--- config.mk ---
export PLATFORM = sky130hd
export DESIGN_NAME = rr_output_allocator_flat
export DESIGN_NICKNAME = d
export VERILOG_FILES = /design/src/rtl/rr_output_allocator_if.sv /design/src/rtl/rr_output_allocator.sv /design/src/flat_wrapper.sv
export SDC_FILE = /design/constraint.sdc
export NUM_CORES = 1
export LEC_CHECK = 0
export ABC_AREA = 1
export CORE_MARGIN = 3
export CORE_UTILIZATION = 46
export CTS_CLUSTER_DIAMETER = 150
export DETAILED_ROUTE_END_ITERATION = 6
export HOLD_SLACK_MARGIN = 0.02
export PLACE_DENSITY = 0.7
export SKIP_CTS_REPAIR_TIMING = 1
export SLEW_MARGIN = 20
export SYNTH_ARGS = -nofsm -noshare
export SYNTH_HDL_FRONTEND = slang
export SYNTH_SLANG_ARGS = --single-unit
--- constraint.sdc ---
create_clock -name clk -period 3.35 [get_ports clk]
set_clock_uncertainty 0.2 [all_clocks]
set_input_delay 0.67 -clock clk [delete_from_list [all_inputs] [get_ports clk]]
set_output_delay 0.67 -clock clk [all_outputs]
set_load 0.02 [all_outputs]
--- src/rtl/rr_output_allocator_if.sv ---
// Output-port allocator bundle: request/flit-type/credit inputs from the
// router side, grant/transfer/credit status back out of the allocator.
interface rr_output_allocator_if #(
    parameter int CRED_W = 3
);
    logic [4:0]        req;
    logic [2:0]        flit_id;
    logic              credit_in;
    logic [4:0]        grant;
    logic              xfer;
    logic [CRED_W-1:0] credits;
    logic              timeout_err;
    logic              credit_err;

    modport master (
        output req, flit_id, credit_in,
        input  grant, xfer, credits, timeout_err, credit_err
    );

    modport slave (
        input  req, flit_id, credit_in,
        output grant, xfer, credits, timeout_err, credit_err
    );
endinterface

--- src/rtl/rr_output_allocator.sv ---
// Round-robin output allocator for one port of a 5-port mesh router.
// Holds a grant for a whole packet, gates flits on downstream credits and
// releases a stuck packet through a stall watchdog.
module rr_output_allocator #(
    parameter int BUF_DEPTH = 4,
    parameter int CRED_W    = 3,
    parameter int TIMEOUT   = 255
) (
    input  logic                 clk,
    input  logic                 rst,
    rr_output_allocator_if.slave bus
);
    localparam logic [CRED_W-1:0] CRED_FULL  = CRED_W'(BUF_DEPTH);
    localparam logic [CRED_W-1:0] CRED_ONE   = CRED_W'(1);
    localparam logic [11:0]       STALL_LAST = 12'(TIMEOUT - 1);
    localparam logic [2:0]        FLIT_HEAD  = 3'b001;
    localparam logic [2:0]        FLIT_BODY  = 3'b010;
    localparam logic [2:0]        FLIT_TAIL  = 3'b100;

    typedef enum logic [1:0] {
        IDLE   = 2'b01,
        ACTIVE = 2'b10
    } state_t;

    state_t            state_reg, state_next;
    logic [4:0]        grant_reg, grant_next;
    logic [2:0]        ptr_reg, ptr_next;
    logic [2:0]        win_reg, win_next;
    logic [11:0]       stall_reg, stall_next;
    logic [CRED_W-1:0] credits_reg, credits_next;
    logic              timeout_err_reg, timeout_err_next;
    logic              credit_err_reg, credit_err_next;

    logic              pick_valid;
    logic [2:0]        pick_idx;
    logic [2:0]        win_inc;
    logic              flit_valid;
    logic              xfer;

    // Round-robin search: first requester at or after ptr, wrapping mod 5.
    // Walking the offsets high-to-low lets the smallest offset win last.
    always_comb begin
        logic [3:0] sum;
        logic [2:0] idx;
        pick_valid = 1'b0;
        pick_idx   = 3'd0;
        sum        = 4'd0;
        idx        = 3'd0;
        for (int k = 4; k >= 0; k--) begin
            sum = {1'b0, ptr_reg} + 4'(k);
            idx = (sum >= 4'd5) ? 3'(sum - 4'd5) : sum[2:0];
            if (bus.req[idx]) begin
                pick_valid = 1'b1;
                pick_idx   = idx;
            end
        end
    end

    // Transfer qualification: owner still requesting, credit available, legal flit.
    always_comb begin
        flit_valid = (bus.flit_id == FLIT_HEAD) || (bus.flit_id == FLIT_BODY) ||
                     (bus.flit_id == FLIT_TAIL);
        xfer       = (state_reg == ACTIVE) && (|(grant_reg & bus.req)) &&
                     (credits_reg != '0) && flit_valid;
        win_inc    = (win_reg >= 3'd4) ? 3'd0 : win_reg + 3'd1;
    end

    // Allocation FSM: grant on request, hold through the tail, watchdog release.
    always_comb begin
        state_next       = state_reg;
        grant_next       = grant_reg;
        ptr_next         = ptr_reg;
        win_next         = win_reg;
        stall_next       = stall_reg;
        timeout_err_next = 1'b0;
        case (state_reg)
            IDLE: begin
                stall_next = 12'd0;
                if (pick_valid) begin
                    grant_next = 5'(5'b00001 << pick_idx);
                    win_next   = pick_idx;
                    state_next = ACTIVE;
                end else begin
                    grant_next = 5'd0;
                end
            end
            ACTIVE: begin
                if (xfer) begin
                    stall_next = 12'd0;
                    if (bus.flit_id == FLIT_TAIL) begin
                        grant_next = 5'd0;
                        ptr_next   = win_inc;
                        state_next = IDLE;
                    end
                end else if (stall_reg >= STALL_LAST) begin
                    stall_next       = 12'd0;
                    grant_next       = 5'd0;
                    ptr_next         = win_inc;
                    timeout_err_next = 1'b1;
                    state_next       = IDLE;
                end else begin
                    stall_next = stall_reg + 12'd1;
                end
            end
            default: begin
                state_next = IDLE;
                grant_next = 5'd0;
                stall_next = 12'd0;
            end
        endcase
    end

    // Credit accounting: a simultaneous return and transfer cancel out;
    // a return into a full counter is an overflow and is flagged stickily.
    always_comb begin
        credits_next    = credits_reg;
        credit_err_next = credit_err_reg;
        if (xfer && !bus.credit_in) begin
            credits_next = credits_reg - CRED_ONE;
        end else if (!xfer && bus.credit_in) begin
            if (credits_reg >= CRED_FULL) begin
                credit_err_next = 1'b1;
            end else begin
                credits_next = credits_reg + CRED_ONE;
            end
        end
    end

    // State and status registers, cleared asynchronously.
    always_ff @(posedge clk or posedge rst) begin
        if (rst) begin
            state_reg       <= IDLE;
            grant_reg       <= 5'd0;
            ptr_reg         <= 3'd0;
            win_reg         <= 3'd0;
            stall_reg       <= 12'd0;
            credits_reg     <= CRED_FULL;
            timeout_err_reg <= 1'b0;
            credit_err_reg  <= 1'b0;
        end else begin
            state_reg       <= state_next;
            grant_reg       <= grant_next;
            ptr_reg         <= ptr_next;
            win_reg         <= win_next;
            stall_reg       <= stall_next;
            credits_reg     <= credits_next;
            timeout_err_reg <= timeout_err_next;
            credit_err_reg  <= credit_err_next;
        end
    end

    assign bus.grant       = grant_reg;
    assign bus.xfer        = xfer;
    assign bus.credits     = credits_reg;
    assign bus.timeout_err = timeout_err_reg;
    assign bus.credit_err  = credit_err_reg;
endmodule

--- src/flat_wrapper.sv ---
// flat-port wrapper written by rule: the top's interface ports become plain ports
module rr_output_allocator_flat 
#(
    parameter int BUF_DEPTH = 4,
    parameter int CRED_W    = 3,
    parameter int TIMEOUT   = 255
)
  (clk, rst, bus_req, bus_flit_id, bus_credit_in, bus_grant, bus_xfer, bus_credits, bus_timeout_err, bus_credit_err);
  rr_output_allocator_if #(.CRED_W(CRED_W)) bus_i ();
  input  logic clk;
  input  logic rst;
  input wire logic [$bits(bus_i.req)-1:0] bus_req;
  input wire logic [$bits(bus_i.flit_id)-1:0] bus_flit_id;
  input wire logic [$bits(bus_i.credit_in)-1:0] bus_credit_in;
  output wire logic [$bits(bus_i.grant)-1:0] bus_grant;
  output wire logic [$bits(bus_i.xfer)-1:0] bus_xfer;
  output wire logic [$bits(bus_i.credits)-1:0] bus_credits;
  output wire logic [$bits(bus_i.timeout_err)-1:0] bus_timeout_err;
  output wire logic [$bits(bus_i.credit_err)-1:0] bus_credit_err;
  assign bus_i.req = bus_req;
  assign bus_i.flit_id = bus_flit_id;
  assign bus_i.credit_in = bus_credit_in;
  assign bus_grant = bus_i.grant;
  assign bus_xfer = bus_i.xfer;
  assign bus_credits = bus_i.credits;
  assign bus_timeout_err = bus_i.timeout_err;
  assign bus_credit_err = bus_i.credit_err;
  rr_output_allocator #(.BUF_DEPTH(BUF_DEPTH), .CRED_W(CRED_W), .TIMEOUT(TIMEOUT)) u_core (.clk(clk), .rst(rst), .bus(bus_i));
endmodule
# Word-level counts from Yosys, hierarchy flattened

Index checks and enable logic that the tools add are counted.

$lt $le $gt $ge: 13
Add/sub/neg operators: 13
Equal/unequal tests: 10
Shift-type cells: 1
Muxes and demuxes: 48
$mul: 0
Reduce and logical (&&, ||, !) cells: 19
Bitwise operators: 2
Div/mod/pow operators: 0

Operator list:

| kind                                                                         | number |
|---|---|
| 3-bit 2-to-1 mux                                                             | 17 |
| 12-bit 2-to-1 mux                                                            | 3 |
| 3-bit by 4-bit less-than comparator with 1-bit output, second input constant | 5 |
| 5-bit 2-to-1 mux                                                             | 4 |
| 4-bit by 3-bit >= comparator with 1-bit output, second input constant        | 4 |
| 1-bit binary-select mux with 3-bit select                                    | 5 |
| 3-bit subtractor, second input constant                                      | 5 |
| 1-bit 2-to-1 mux                                                             | 13 |
| 12-bit by 1-bit adder with 12-bit output, second input constant              | 1 |
| 12-bit by 8-bit >= comparator with 1-bit output, second input constant       | 1 |
| 5-bit one-hot mux with 2 select lines                                        | 1 |
| 3-bit >= comparator, second input constant                                   | 3 |
| 3-bit AND reduction                                                          | 3 |
| 3-bit by 2-bit adder with 4-bit output, second input constant                | 2 |
| 2-bit 2-to-1 mux                                                             | 4 |
| 3-bit by 1-bit adder with 3-bit output, second input constant                | 2 |
| 2-bit AND reduction                                                          | 3 |
| 5-bit bitwise AND                                                            | 1 |
| 1-bit logical AND                                                            | 5 |
| 5-bit OR reduction                                                           | 1 |
| 1-bit by 3-bit left shift with 5-bit output, first input constant            | 1 |
| 3-bit by 1-bit adder with 4-bit output, second input constant                | 1 |
| 3-bit by 3-bit adder with 4-bit output, second input constant                | 1 |
| 2-bit by 1-bit inequality test with 1-bit output, second input constant      | 2 |
| 15 further kinds                                                             | 18 |

Memories: 0
Flip-flop bits (word level): 30
Bits in writable memories: 0
Bits of input ports: 11
Bits in latches: 0
Logic and storage cells: 114
Memory bits (read-only): 0

# Logic depth before layout (Yosys ltp)

Gate-level depths: netlist of run 1.

Depth after elaboration: 13
Gate-level depth with buffers: 24
Gate-level depth less buffers: 24

# Least setup slack after synthesis of run 1

No wires, ideal clock.

Path kind: flip-flop to flip-flop
Start: reg u_core.ptr_reg[0]
End: reg u_core.grant_reg[3], in the netlist u_core.bus.grant[3]
Data required time: 3.085 ns
Period minus slack after synthesis: 2.652 ns
Path slack: 0.698 ns
Data arrival time: 2.387 ns
Stages on the path, launching flop included: 23
Setup time: 0.065 ns
Path buffers: 0
Cell sequence: dfrtp_1 > inv_2 > ha_1 > inv_1 > fa_1 > inv_1 > nand2_1 > nand2_1 > o21ai_1 > or2_1 > nor2_1 > inv_1 > nand2_2 > inv_1 > nand2_1 > inv_1 > nand2_1 > nand2_1 > nand2_2 > nand2_2 > nor2_1 > nand2_1 > nand2_1

Longest elaborated chain between the ends: 13

Ends and longest elaborated chain:

| item                                                                               | line                       | source |
|---|---|---|
| from (decl)                                                                        | rr_output_allocator.sv:27  | `logic [2:0] ptr_reg, ptr_next;` |
| from (signal assigned)                                                             | rr_output_allocator.sv:143 | `ptr_reg <= ptr_next;` |
| 3-bit by 3-bit adder with 4-bit output                                             | rr_output_allocator.sv:50  | `sum = {1'b0, ptr_reg} + 4'(k);` |
| 4-bit by 3-bit >= comparator with 1-bit output or 3-bit subtractor (tied branches) | rr_output_allocator.sv:51  | `idx = (sum >= 4'd5) ? 3'(sum - 4'd5) : sum[2:0];` |
| 3-bit 2-to-1 mux                                                                   | rr_output_allocator.sv:51  |  |
| 1-bit binary-select mux with 3-bit select                                          | rr_output_allocator.sv:52  | `if (bus.req[idx]) begin` |
| 1-bit 2-to-1 mux (not written as such)                                             | rr_output_allocator.sv:52  |  |
| 3-bit 2-to-1 mux (5 in a row)                                                      | rr_output_allocator.sv:52  |  |
| 1-bit by 3-bit left shift with 5-bit output                                        | rr_output_allocator.sv:80  | `grant_next = 5'(5'b00001 << pick_idx);` |
| 5-bit 2-to-1 mux (*)                                                               | rr_output_allocator.sv:79  | `if (pick_valid) begin` |
| 5-bit one-hot mux with 2 select lines (*)                                          | rr_output_allocator.sv:76  | `case (state_reg)` |
| to (signal assigned)                                                               | rr_output_allocator.sv:142 | `grant_reg <= grant_next;` |
| to (decl)                                                                          | rr_output_allocator.sv:26  | `logic [4:0] grant_reg, grant_next;` |

Mark *: on every way between the ends. The rest lies on a longest branch, timed or not. The select of a mux whose other input is x is not followed.
A chain may end at the register's enable or synchronous reset.

# Final worst setup path of run 1

Start: in bus_req[4]
End: out bus_xfer

Longest elaborated chain between the ends: 5

Ends and longest elaborated chain:

| item                           | line                      | source |
|---|---|---|
| from (decl)                    | flat_wrapper.sv:12        | `input wire logic [$bits(bus_i.req)-1:0] bus_req;` |
| 5-bit bitwise AND              | rr_output_allocator.sv:63 | `xfer = (state_reg == ACTIVE) && (\|(grant_reg & bus.req)) &&` |
| 5-bit OR reduction             | rr_output_allocator.sv:63 |  |
| 1-bit logical AND (2 in a row) | rr_output_allocator.sv:63 |  |
| 1-bit logical AND              | rr_output_allocator.sv:64 | `(credits_reg != '0) && flit_valid;` |
| to (decl)                      | flat_wrapper.sv:16        | `output wire logic [$bits(bus_i.xfer)-1:0] bus_xfer;` |

No other way between the ends.

==> results of run 1 <==
## worst max-delay path by stage
| stage | startpoint | end | slack, ns | cells after the start |
|---|---|---|---|---|
| after CTS | bus_req[4] | bus_xfer | 0.13 | 8 |
| after global routing | u_core.ptr_reg[1]$_DFFE_PP0P_ | u_core.bus.grant[3]$_DFFE_PP0P_ | 0.03 | 22 |
| final | bus_req[4] | bus_xfer | 0.13 | 8 |
| after floorplan | u_core.ptr_reg[0]$_DFFE_PP0P_ | u_core.bus.grant[3]$_DFFE_PP0P_ | 0.70 | 22 |
| after detailed placement | bus_req[4] | bus_xfer | 0.14 | 8 |
| after global placement | bus_req[4] | bus_xfer | 0.13 | 8 |
## cell families (layout without fill, tap and decap cells)
family | after synthesis | after routing
and+or+nand+nor | 193 | 193
buffers and inverters | 55 | 90
AOI/OAI and AO/OA | 37 | 37
DFF | 30 | 30
adders and majority gates | 16 | 16
xor gates and xnor gates | 12 | 12
other | 1 | 3
## metrics by stage
stage                     instances  utilization (%)  worst slack (ns)  instance area, um2
after floorplan                 346                -             0.698                2440
after global placement          440             56.5             0.132                2780
after global routing            448             58.5            0.0269                2870
after CTS                       448             58.5             0.132                2870
after detailed placement        440             56.5             0.142                2780
final                           448             58.5             0.134                2870
## per-layer routing
layer,vias up,track usage (%),share of wire [%]
li1,1167,-,-
met1,1064,24.5,44
met2,51,32.5,50
met3,7,3.51,4.8
met4,0,7.52,0.92
met5,-,0,0
## synthesized netlist by cell type (3+ instances only)
master and instances:
nand3_2 5, ha_1 14, nor2_1 24, o21ai_1 7
nand2_1 87, inv_1 46, dfrtp_1 28, o21ai_2 4
o21ai_0 11, nand4_1 3, nand3_1 49, nand2_2 15
xor2_1 5, inv_2 6, xnor2_1 6, a21oi_1 8
## cell type report
| cell class | instances | area, um2 |
|---|---|---|
| clock inverters | 2 | 12.5 |
| multi-input cells | 261 | 1470 |
| inverters | 53 | 201 |
| flip-flops and latches | 30 | 753 |
| repair buffers | 29 | 270 |
| fillers | 468 | 2040 |
| clock buffers | 6 | 82.6 |
| well taps | 67 | 83.8 |
==> impl_metrics.xml, run 1 <==
<?xml version="1.0" encoding="UTF-8"?>
<metrics>
  <group name="finish">
    <metric name="layout.cells.most_common_list" unit="">nand2_1, nand3_1, inv_1</metric>
    <metric name="largest_register_ff_count" unit="">12</metric>
    <metric name="num_antenna_cells" unit="">0</metric>
    <metric name="areaGrowthSynthToFinish" unit="%">18.1</metric>
    <metric name="post_route_cells_drive_above_1_share" unit="%">15.0</metric>
    <metric name="layout.nets" unit="">407</metric>
    <metric name="final_common_cell" unit="">nand2_1</metric>
  </group>
  <group name="hold_path">
    <metric name="worstHoldStart" unit="">u_core.bus.credit_err$_DFFE_PP0P_</metric>
    <metric name="timing.hold.worst.class" unit="">flip-flop to flip-flop</metric>
    <metric name="hold-path-cell-count" unit="">1</metric>
    <metric name="min_to" unit="">u_core.bus.credit_err$_DFFE_PP0P_</metric>
  </group>
  <group name="critical_path">
    <metric name="critPathRequiredTime" unit="ns">2.48</metric>
    <metric name="cp-end-kind" unit="">output port</metric>
    <metric name="timing.critical_path.max_delay_family" unit="">buffers and inverters</metric>
    <metric name="ff2ff_path_depth" unit="">13</metric>
    <metric name="r2r-end" unit="">u_core.bus.grant[1]$_DFFE_PP0P_</metric>
    <metric name="slowest_cell_on_the_critical_path" unit="">clkdlybuf4s50_1</metric>
    <metric name="worst-setup-path-type" unit="">input port to output port</metric>
    <metric name="ff2ff_setup_slack" unit="ns">0.34</metric>
    <metric name="crit_buf_inv" unit="">4</metric>
    <metric name="crit_path_max_incr_delay" unit="ns">0.60</metric>
    <metric name="timing.critical_path.arrival" unit="ns">2.35</metric>
    <metric name="crit_path_start_kind" unit="">input port</metric>
    <metric name="worst-path-max-fanout" unit="">3</metric>
    <metric name="timing.critical_path.cells" unit="">clkdlybuf4s50_1 &gt; inv_1 &gt; o22ai_1 &gt; o21ai_0 &gt; nor2_1 &gt; nand2_1 &gt; inv_1 &gt; clkdlybuf4s50_1</metric>
    <metric name="critical_path.reg2reg.startpoint" unit="">u_core.ptr_reg[1]$_DFFE_PP0P_</metric>
  </group>
  <group name="place">
    <metric name="place.detailed.hpwl" unit="um">4420</metric>
    <metric name="placement.io_buffers" unit="">21</metric>
    <metric name="place.gp.congestion" unit="">0.903</metric>
  </group>
  <group name="clocking">
    <metric name="tritoncts" unit="">built</metric>
    <metric name="cts-root-to-sink-buffers" unit="">2</metric>
    <metric name="clkTransAtPathRegs" unit="ns">0.06</metric>
    <metric name="tritoncts_num_sinks" unit="">30</metric>
    <metric name="cts_inserted_buffers" unit="">5</metric>
    <metric name="htreeDepth" unit="">2</metric>
    <metric name="worstSkewPairLatency" unit="ns">0.28</metric>
    <metric name="clock-root-buffer" unit="">clkbuf_8</metric>
  </group>
  <group name="timing">
    <metric name="setup_tns" unit="ns">0</metric>
    <metric name="hold_ws" unit="ns">0.291</metric>
    <metric name="timing.final.setup_violations" unit="">0</metric>
    <metric name="period_minus_slack" unit="ns">3.22</metric>
    <metric name="fmaxAchievable" unit="MHz">311</metric>
    <metric name="final.period_utilization" unit="%">96.0</metric>
    <metric name="slew_violations" unit="">0</metric>
    <metric name="rsz0062_at_grt" unit="">no</metric>
    <metric name="hold_violations" unit="">0</metric>
  </group>
  <group name="floorplan">
    <metric name="row_count" unit="">25</metric>
    <metric name="fp.dieW" unit="um">78.7</metric>
    <metric name="initial_core_util" unit="%">49.5</metric>
    <metric name="design.die.area" unit="um2">6190</metric>
    <metric name="placeableCoreArea" unit="um2">4910</metric>
    <metric name="boundaryPins" unit="">22</metric>
    <metric name="die_height" unit="um">78.7</metric>
  </group>
  <group name="synthesis">
    <metric name="post_synth_and_or_nand_nor_area_fraction" unit="%">37.1</metric>
    <metric name="syn_inst_count" unit="">344</metric>
    <metric name="ys_ff_latch" unit="">30</metric>
    <metric name="async_reset_ff_share" unit="%">100</metric>
    <metric name="synth_ff_type" unit="">dfrtp_1</metric>
    <metric name="yosys.area.top_type" unit="">dfrtp_1</metric>
    <metric name="netlist_area" unit="um2">2430</metric>
    <metric name="number_of_synthesized_flops_with_an_enable_pin" unit="">0</metric>
    <metric name="synthMuxAreaShare" unit="%">0</metric>
    <metric name="combinational_family_with_the_most_area_after_synthesis" unit="">simple AND/OR/NAND/NOR gates</metric>
    <metric name="yosys-top-cells-area" unit="">dfrtp_1, nand2_1, nand3_1</metric>
    <metric name="ys_warn_count" unit="">0</metric>
    <metric name="synth_cell_type_count" unit="">37</metric>
    <metric name="synth_top_cell_area_share" unit="%">28.8</metric>
    <metric name="synth_compound_gate_area_share" unit="%">9.37</metric>
    <metric name="arithmetic_cell_share_of_the_synthesized_area_counting_full_adders_half_adders_and_majority_gates" unit="%">8.85</metric>
    <metric name="syn_avg_cell_area" unit="um2">7.07</metric>
    <metric name="synth_area_in_xor_xnor" unit="%">4.63</metric>
    <metric name="yosysSeqAreaShare" unit="%">31.0</metric>
  </group>
  <group name="drt">
    <metric name="drcViolationCount" unit="">0</metric>
    <metric name="route.vias.total" unit="">2289</metric>
    <metric name="post_drt_via_cell_ratio" unit="">5.11</metric>
    <metric name="drt_total_wl" unit="um">5520</metric>
    <metric name="dr.first_iter.drc_count" unit="">108</metric>
    <metric name="detail_route.first_pass.iterations" unit="">4</metric>
    <metric name="route.detailed.wl_per_inst" unit="um">12.3</metric>
    <metric name="drt.antenna.violating_nets" unit="">0</metric>
  </group>
  <group name="grt">
    <metric name="antenna_found_initial" unit="">0</metric>
    <metric name="grt_usage" unit="%">19.3</metric>
    <metric name="largest_net_degree_at_the_start_of_global_routing" unit="">31</metric>
    <metric name="grt_remaining_overflow" unit="">0</metric>
    <metric name="grt_pass1_wl" unit="um">9540</metric>
    <metric name="first_global_vias" unit="">2198</metric>
  </group>
  <group name="outcome">
    <metric name="outcome" unit="">finished, final reports clean</metric>
  </group>
  <group name="run">
    <metric name="cap_viol_max_count" unit="">0</metric>
  </group>
</metrics>
Power of run 1 is not shown: default switching activity piles up to over one toggle a cycle in this logic, so the estimate is an artifact.
==> run 2: changes to the inputs <==
--- a/config.mk
+++ b/config.mk
@@ -6,12 +6,12 @@
 export NUM_CORES = 1
 export LEC_CHECK = 0
 export ABC_AREA = 1
-export CORE_MARGIN = 3
-export CORE_UTILIZATION = 46
+export ABC_CLOCK_PERIOD_IN_PS = 3350
+export CORE_UTILIZATION = 43
 export CTS_CLUSTER_DIAMETER = 150
 export DETAILED_ROUTE_END_ITERATION = 6
 export HOLD_SLACK_MARGIN = 0.02
-export PLACE_DENSITY = 0.7
+export PLACE_DENSITY = 0.67
 export SKIP_CTS_REPAIR_TIMING = 1
 export SLEW_MARGIN = 20
 export SYNTH_ARGS = -nofsm -noshare
==> impl_metrics.xml, run 2 (same netlist as run 1, synthesis figures left out) <==
<?xml version="1.0" encoding="UTF-8"?>
<metrics>
  <group name="clocking">
    <metric name="cts-root-to-sink-buffers" unit="">2</metric>
    <metric name="worstSkewPairLatency" unit="ns">0.28</metric>
    <metric name="clkTransAtPathRegs" unit="ns">0.06</metric>
    <metric name="tritoncts" unit="">built</metric>
    <metric name="cts_inserted_buffers" unit="">5</metric>
    <metric name="clock-root-buffer" unit="">clkbuf_8</metric>
    <metric name="tritoncts_num_sinks" unit="">30</metric>
    <metric name="htreeDepth" unit="">2</metric>
  </group>
  <group name="drt">
    <metric name="post_drt_via_cell_ratio" unit="">4.93</metric>
    <metric name="drcViolationCount" unit="">0</metric>
    <metric name="dr.first_iter.drc_count" unit="">90</metric>
    <metric name="route.detailed.wl_per_inst" unit="um">12.1</metric>
    <metric name="drt_total_wl" unit="um">5500</metric>
    <metric name="drt.antenna.violating_nets" unit="">0</metric>
    <metric name="route.vias.total" unit="">2234</metric>
    <metric name="detail_route.first_pass.iterations" unit="">4</metric>
  </group>
  <group name="floorplan">
    <metric name="initial_core_util" unit="%">44.4</metric>
    <metric name="die_height" unit="um">77.2</metric>
    <metric name="row_count" unit="">27</metric>
    <metric name="boundaryPins" unit="">22</metric>
    <metric name="fp.dieW" unit="um">77.2</metric>
    <metric name="design.die.area" unit="um2">5960</metric>
    <metric name="placeableCoreArea" unit="um2">5470</metric>
  </group>
  <group name="critical_path">
    <metric name="ff2ff_setup_slack" unit="ns">0.40</metric>
    <metric name="critPathRequiredTime" unit="ns">3.30</metric>
    <metric name="crit_path_max_incr_delay" unit="ns">0.55</metric>
    <metric name="beginning_of_the_critical_path" unit="">u_core.ptr_reg[1]$_DFFE_PP0P_</metric>
    <metric name="slowest_cell_on_the_critical_path" unit="">dfrtp_1</metric>
    <metric name="crit_buf_inv" unit="">5</metric>
    <metric name="cp-end-kind" unit="">flip-flop</metric>
    <metric name="timing.critical_path.arrival" unit="ns">2.91</metric>
    <metric name="r2r-end" unit="">u_core.win_reg[0]$_DFFE_PP0P_</metric>
    <metric name="crit_path_end" unit="">u_core.win_reg[0]$_DFFE_PP0P_</metric>
    <metric name="crit_path_start_kind" unit="">flip-flop</metric>
    <metric name="worst-setup-path-type" unit="">flip-flop to flip-flop</metric>
    <metric name="ff2ff_path_depth" unit="">21</metric>
    <metric name="cp.depth" unit="">21</metric>
    <metric name="worst-path-max-fanout" unit="">8</metric>
    <metric name="timing.critical_path.max_delay_family" unit="">simple AND/OR/NAND/NOR gates</metric>
    <metric name="timing.critical_path.cells" unit="">ha_1 &gt; inv_1 &gt; fa_1 &gt; inv_1 &gt; nand2_1 &gt; nand2_1 &gt; nand2_1 &gt; nand2_1 &gt; inv_1 &gt; nand3_1 &gt; nand2_1 &gt; nand2_1 &gt; nand2_2 &gt; inv_1 &gt; nand2_1 &gt; inv_1 &gt; nand2_1 &gt; nand2_1 &gt; nand2_2 &gt; nand3_1 &gt; o21ai_0</metric>
    <metric name="critical_path.reg2reg.startpoint" unit="">u_core.ptr_reg[1]$_DFFE_PP0P_</metric>
    <metric name="most_prevalent_standard_cell_on_the_critical_path" unit="">nand2_1</metric>
  </group>
  <group name="finish">
    <metric name="num_antenna_cells" unit="">0</metric>
    <metric name="nFillCells" unit="">574</metric>
    <metric name="post_route_cells_drive_above_1_share" unit="%">15.0</metric>
    <metric name="final_common_cell" unit="">nand2_1</metric>
    <metric name="areaGrowthSynthToFinish" unit="%">18.5</metric>
    <metric name="final_util" unit="%">52.6</metric>
    <metric name="layout.cells.most_common_list" unit="">nand2_1, nand3_1, inv_1</metric>
    <metric name="final_area" unit="um2">2880</metric>
    <metric name="largest_register_ff_count" unit="">12</metric>
    <metric name="final-instance-count-excl-fill" unit="">453</metric>
    <metric name="layout.nets" unit="">407</metric>
  </group>
  <group name="place">
    <metric name="number_of_instances_in_the_placed_design" unit="">445</metric>
    <metric name="placement.io_buffers" unit="">21</metric>
    <metric name="place.detailed.hpwl" unit="um">4280</metric>
    <metric name="placement.cell_area" unit="um2">2780</metric>
    <metric name="place.gp.congestion" unit="">0.873</metric>
  </group>
  <group name="timing">
    <metric name="rsz0062_at_grt" unit="">no</metric>
    <metric name="final.period_utilization" unit="%">88.2</metric>
    <metric name="setup_tns" unit="ns">0</metric>
    <metric name="slew_violations" unit="">0</metric>
    <metric name="timing.final.setup_violations" unit="">0</metric>
    <metric name="hold_violations" unit="">0</metric>
    <metric name="fmaxAchievable" unit="MHz">339</metric>
    <metric name="period_minus_slack" unit="ns">2.95</metric>
  </group>
  <group name="grt">
    <metric name="first_global_vias" unit="">2195</metric>
    <metric name="grt_remaining_overflow" unit="">0</metric>
    <metric name="antenna_found_initial" unit="">0</metric>
    <metric name="grt.met2_usage" unit="%">34.5</metric>
    <metric name="grt_usage" unit="%">20.5</metric>
    <metric name="grt.met3_usage" unit="%">3.93</metric>
    <metric name="largest_net_degree_at_the_start_of_global_routing" unit="">31</metric>
    <metric name="grt_most_used_layer" unit="">met2</metric>
    <metric name="grtUsageMet1" unit="%">26.1</metric>
    <metric name="grt_pass1_wl" unit="um">9730</metric>
  </group>
  <group name="hold_path">
    <metric name="timing.hold.worst.class" unit="">flip-flop to flip-flop</metric>
    <metric name="hold-path-cell-count" unit="">1</metric>
  </group>
  <group name="run">
    <metric name="cap_viol_max_count" unit="">0</metric>
  </group>
  <group name="outcome">
    <metric name="outcome" unit="">finished, final reports clean</metric>
  </group>
</metrics>
-- run 2: cell types whose count changed in the layout (fill, tap and decap cells not counted), sizes merged --
cell	previous run	this run
dlymetal6s2s	0	1
clkdlybuf4s50	21	20
-- run 2: per-stage QoR --
| stage | hold WS (ns) | setup slack (ns) |
|---|---|---|
| global placement | 0.262 | 0.112 |
| CTS | 0.318 | 0.0947 |
| global route | 0.335 | 0.0733 |
| detailed placement | 0.270 | 0.107 |
| finish | 0.309 | 0.396 |
| floorplan | 0.255 | 0.698 |
-- run 2: layout make-up --
| cell class | instances | area [um2] | area share (%) |
|---|---|---|---|
| tap | 72 | 90.1 | 3.13 |
| sequential | 30 | 753 | 26.2 |
| clock buffer | 6 | 82.6 | 2.87 |
| clock inverter | 2 | 12.5 | 0.434 |
| multi-input combinational | 261 | 1470 | 51.0 |
| inverter | 53 | 201 | 6.99 |
| timing repair buffer | 29 | 273 | 9.47 |
-- run 2: worst min path at each step --
stage / end / start / slack [ns]
2_1_floorplan: u_core.stall_reg[0]$_DFF_PP0_ / u_core.stall_reg[0]$_DFF_PP0_ / 0.25
3_3_place_gp: u_core.bus.credit_err$_DFFE_PP0P_ / u_core.bus.credit_err$_DFFE_PP0P_ / 0.26
3_5_place_dp: u_core.bus.credit_err$_DFFE_PP0P_ / u_core.bus.credit_err$_DFFE_PP0P_ / 0.27
4_1_cts: u_core.stall_reg[0]$_DFF_PP0_ / u_core.stall_reg[0]$_DFF_PP0_ / 0.32
5_1_grt: u_core.stall_reg[0]$_DFF_PP0_ / u_core.stall_reg[0]$_DFF_PP0_ / 0.34
6_report: u_core.stall_reg[0]$_DFF_PP0_ / u_core.stall_reg[0]$_DFF_PP0_ / 0.31
-- run 2: layer usage --
layer  part of all wire [%]  vias up  wire length (um)
met5                      0        -                 0
met4                    1.1        0                61
met3                    5.3        5               294
met2                     48       46              2650
met1                     45     1013              2500
li1                       -     1170                 -
Power of run 2 is left out for the same reason.
==> run 3: changes to the inputs <==
--- a/config.mk
+++ b/config.mk
@@ -8,10 +8,11 @@
 export ABC_AREA = 1
 export ABC_CLOCK_PERIOD_IN_PS = 3350
 export CORE_UTILIZATION = 43
-export CTS_CLUSTER_DIAMETER = 150
+export CTS_CLUSTER_DIAMETER = 200
 export DETAILED_ROUTE_END_ITERATION = 6
 export HOLD_SLACK_MARGIN = 0.02
 export PLACE_DENSITY = 0.67
+export REMOVE_ABC_BUFFERS = 1
 export SKIP_CTS_REPAIR_TIMING = 1
 export SLEW_MARGIN = 20
 export SYNTH_ARGS = -nofsm -noshare
==> impl_metrics.xml, run 3 (same netlist as run 1, synthesis figures left out) <==
<?xml version="1.0" encoding="UTF-8"?>
<metrics>
  <group name="outcome">
    <metric name="outcome" unit="">finished, final reports clean</metric>
  </group>
  <group name="critical_path">
    <metric name="worst-setup-path-type" unit="">input port to output port</metric>
    <metric name="timing.critical_path.cells" unit="">clkdlybuf4s50_1 &gt; inv_1 &gt; o22ai_1 &gt; o21ai_0 &gt; nor2_1 &gt; nand2_1 &gt; inv_1 &gt; clkdlybuf4s50_1</metric>
    <metric name="ff2ff_setup_slack" unit="ns">0.23</metric>
    <metric name="crit_path_start_kind" unit="">input port</metric>
    <metric name="r2r-end" unit="">u_core.win_reg[0]$_DFFE_PP0P_</metric>
    <metric name="crit_path_end" unit="">bus_xfer</metric>
    <metric name="timing.critical_path.arrival" unit="ns">2.36</metric>
    <metric name="crit_path_max_incr_delay" unit="ns">0.60</metric>
    <metric name="crit_buf_inv" unit="">4</metric>
    <metric name="worst-path-max-fanout" unit="">3</metric>
    <metric name="critPathRequiredTime" unit="ns">2.48</metric>
    <metric name="slowest_cell_on_the_critical_path" unit="">clkdlybuf4s50_1</metric>
    <metric name="ff2ff_path_depth" unit="">11</metric>
    <metric name="timing.critical_path.max_delay_family" unit="">buffers and inverters</metric>
    <metric name="critical_path.reg2reg.startpoint" unit="">u_core.ptr_reg[1]$_DFFE_PP0P_</metric>
    <metric name="beginning_of_the_critical_path" unit="">bus_req[4]</metric>
    <metric name="cp.depth" unit="">8</metric>
    <metric name="cp-end-kind" unit="">output port</metric>
  </group>
  <group name="grt">
    <metric name="antenna_found_initial" unit="">0</metric>
    <metric name="first_global_vias" unit="">2180</metric>
    <metric name="largest_net_degree_at_the_start_of_global_routing" unit="">31</metric>
    <metric name="grt_remaining_overflow" unit="">0</metric>
    <metric name="grt_pass1_wl" unit="um">9540</metric>
    <metric name="grt_usage" unit="%">20.0</metric>
  </group>
  <group name="timing">
    <metric name="rsz0062_at_grt" unit="">no</metric>
    <metric name="final.period_utilization" unit="%">96.3</metric>
    <metric name="timing.final.setup_violations" unit="">0</metric>
    <metric name="hold_ws" unit="ns">0.283</metric>
    <metric name="setup_tns" unit="ns">0</metric>
    <metric name="slew_violations" unit="">0</metric>
    <metric name="fmaxAchievable" unit="MHz">310</metric>
    <metric name="final.setup.worst_slack" unit="ns">0.124</metric>
    <metric name="hold_violations" unit="">0</metric>
    <metric name="period_minus_slack" unit="ns">3.23</metric>
  </group>
  <group name="clocking">
    <metric name="cts-root-to-sink-buffers" unit="">2</metric>
    <metric name="clock-root-buffer" unit="">clkbuf_8</metric>
    <metric name="cts_inserted_buffers" unit="">5</metric>
    <metric name="tritoncts" unit="">built</metric>
    <metric name="worstSkewPairLatency" unit="ns">0.28</metric>
    <metric name="htreeDepth" unit="">2</metric>
    <metric name="tritoncts_num_sinks" unit="">30</metric>
    <metric name="clkTransAtPathRegs" unit="ns">0.06</metric>
  </group>
  <group name="finish">
    <metric name="largest_register_ff_count" unit="">12</metric>
    <metric name="layout.nets" unit="">406</metric>
    <metric name="post_route_cells_drive_above_1_share" unit="%">14.7</metric>
    <metric name="num_antenna_cells" unit="">0</metric>
    <metric name="nFillCells" unit="">560</metric>
    <metric name="final_util" unit="%">52.4</metric>
    <metric name="final_common_cell" unit="">nand2_1</metric>
    <metric name="areaGrowthSynthToFinish" unit="%">18.1</metric>
    <metric name="layout.cells.most_common_list" unit="">nand2_1, nand3_1, inv_1</metric>
  </group>
  <group name="drt">
    <metric name="drcViolationCount" unit="">0</metric>
    <metric name="dr.first_iter.drc_count" unit="">168</metric>
    <metric name="route.vias.total" unit="">2246</metric>
    <metric name="drt_total_wl" unit="um">5300</metric>
    <metric name="drt.antenna.violating_nets" unit="">0</metric>
    <metric name="post_drt_via_cell_ratio" unit="">4.97</metric>
    <metric name="detail_route.first_pass.iterations" unit="">4</metric>
    <metric name="route.detailed.wl_per_inst" unit="um">11.7</metric>
  </group>
  <group name="hold_path">
    <metric name="timing.hold.worst.class" unit="">flip-flop to flip-flop</metric>
  </group>
  <group name="floorplan">
    <metric name="boundaryPins" unit="">22</metric>
    <metric name="initial_core_util" unit="%">44.4</metric>
    <metric name="placeableCoreArea" unit="um2">5470</metric>
    <metric name="row_count" unit="">27</metric>
    <metric name="design.die.area" unit="um2">5960</metric>
    <metric name="fp.dieW" unit="um">77.2</metric>
    <metric name="die_height" unit="um">77.2</metric>
  </group>
  <group name="place">
    <metric name="place.gp.congestion" unit="">0.862</metric>
    <metric name="place.detailed.hpwl" unit="um">4240</metric>
    <metric name="placement.io_buffers" unit="">21</metric>
    <metric name="dp_slack" unit="ns">0.138</metric>
  </group>
  <group name="run">
    <metric name="cap_viol_max_count" unit="">0</metric>
  </group>
</metrics>
==> run 3: layout make-up <==
cell class / instances / area, um2 / area share [%]
multi-input cells: 261 / 1470 / 51.1
flip-flops and latches: 30 / 753 / 26.2
repair buffers: 28 / 263 / 9.15
inverters: 53 / 201 / 7.02
well taps: 72 / 90.1 / 3.14
clock buffers: 6 / 82.6 / 2.88
clock inverters: 2 / 12.5 / 0.436
==> run 3: worst min-delay path by stage <==
| stage | to | start | depth (start not counted) | slack, ns |
|---|---|---|---|---|
| 2_1_floorplan | u_core.stall_reg[0]$_DFF_PP0_ | u_core.stall_reg[0]$_DFF_PP0_ | 1 | 0.25 |
| 3_3_place_gp | u_core.bus.credit_err$_DFFE_PP0P_ | u_core.bus.credit_err$_DFFE_PP0P_ | 1 | 0.27 |
| 3_5_place_dp | u_core.bus.credit_err$_DFFE_PP0P_ | u_core.bus.credit_err$_DFFE_PP0P_ | 1 | 0.25 |
| 4_1_cts | u_core.bus.credit_err$_DFFE_PP0P_ | u_core.bus.credit_err$_DFFE_PP0P_ | 1 | 0.28 |
| 5_1_grt | u_core.bus.credit_err$_DFFE_PP0P_ | u_core.bus.credit_err$_DFFE_PP0P_ | 1 | 0.30 |
| 6_report | u_core.bus.credit_err$_DFFE_PP0P_ | u_core.bus.credit_err$_DFFE_PP0P_ | 1 | 0.28 |
==> run 3: worst register-to-register path: stages, from the launching register on <==
cell and delay [ns]:
dfrtp_1 0.55, inv_1 0.21, ha_1 0.26, ha_1 0.36, inv_1 0.09, o21ai_0 0.34
nand4_1 0.26, nand3_2 0.15, nor2_2 0.06, a21oi_4 0.22, nand3_1 0.18, o21ai_0 0.14
==> run 3: through the flow <==
step	std cells	cell area [um2]
final	452	2870
after global routing	452	2870
after CTS	452	2870
after detailed placement	444	2780
after global placement	444	2780
after floorplan	344	2420
==> run 3: routing by layer <==
layer,wire length [um],global-route usage [%]
met1,2450,25.9
met2,2520,33.5
met3,222,2.74
met4,99,7.55
met5,0,0
Power of run 3 is left out for the same reason.
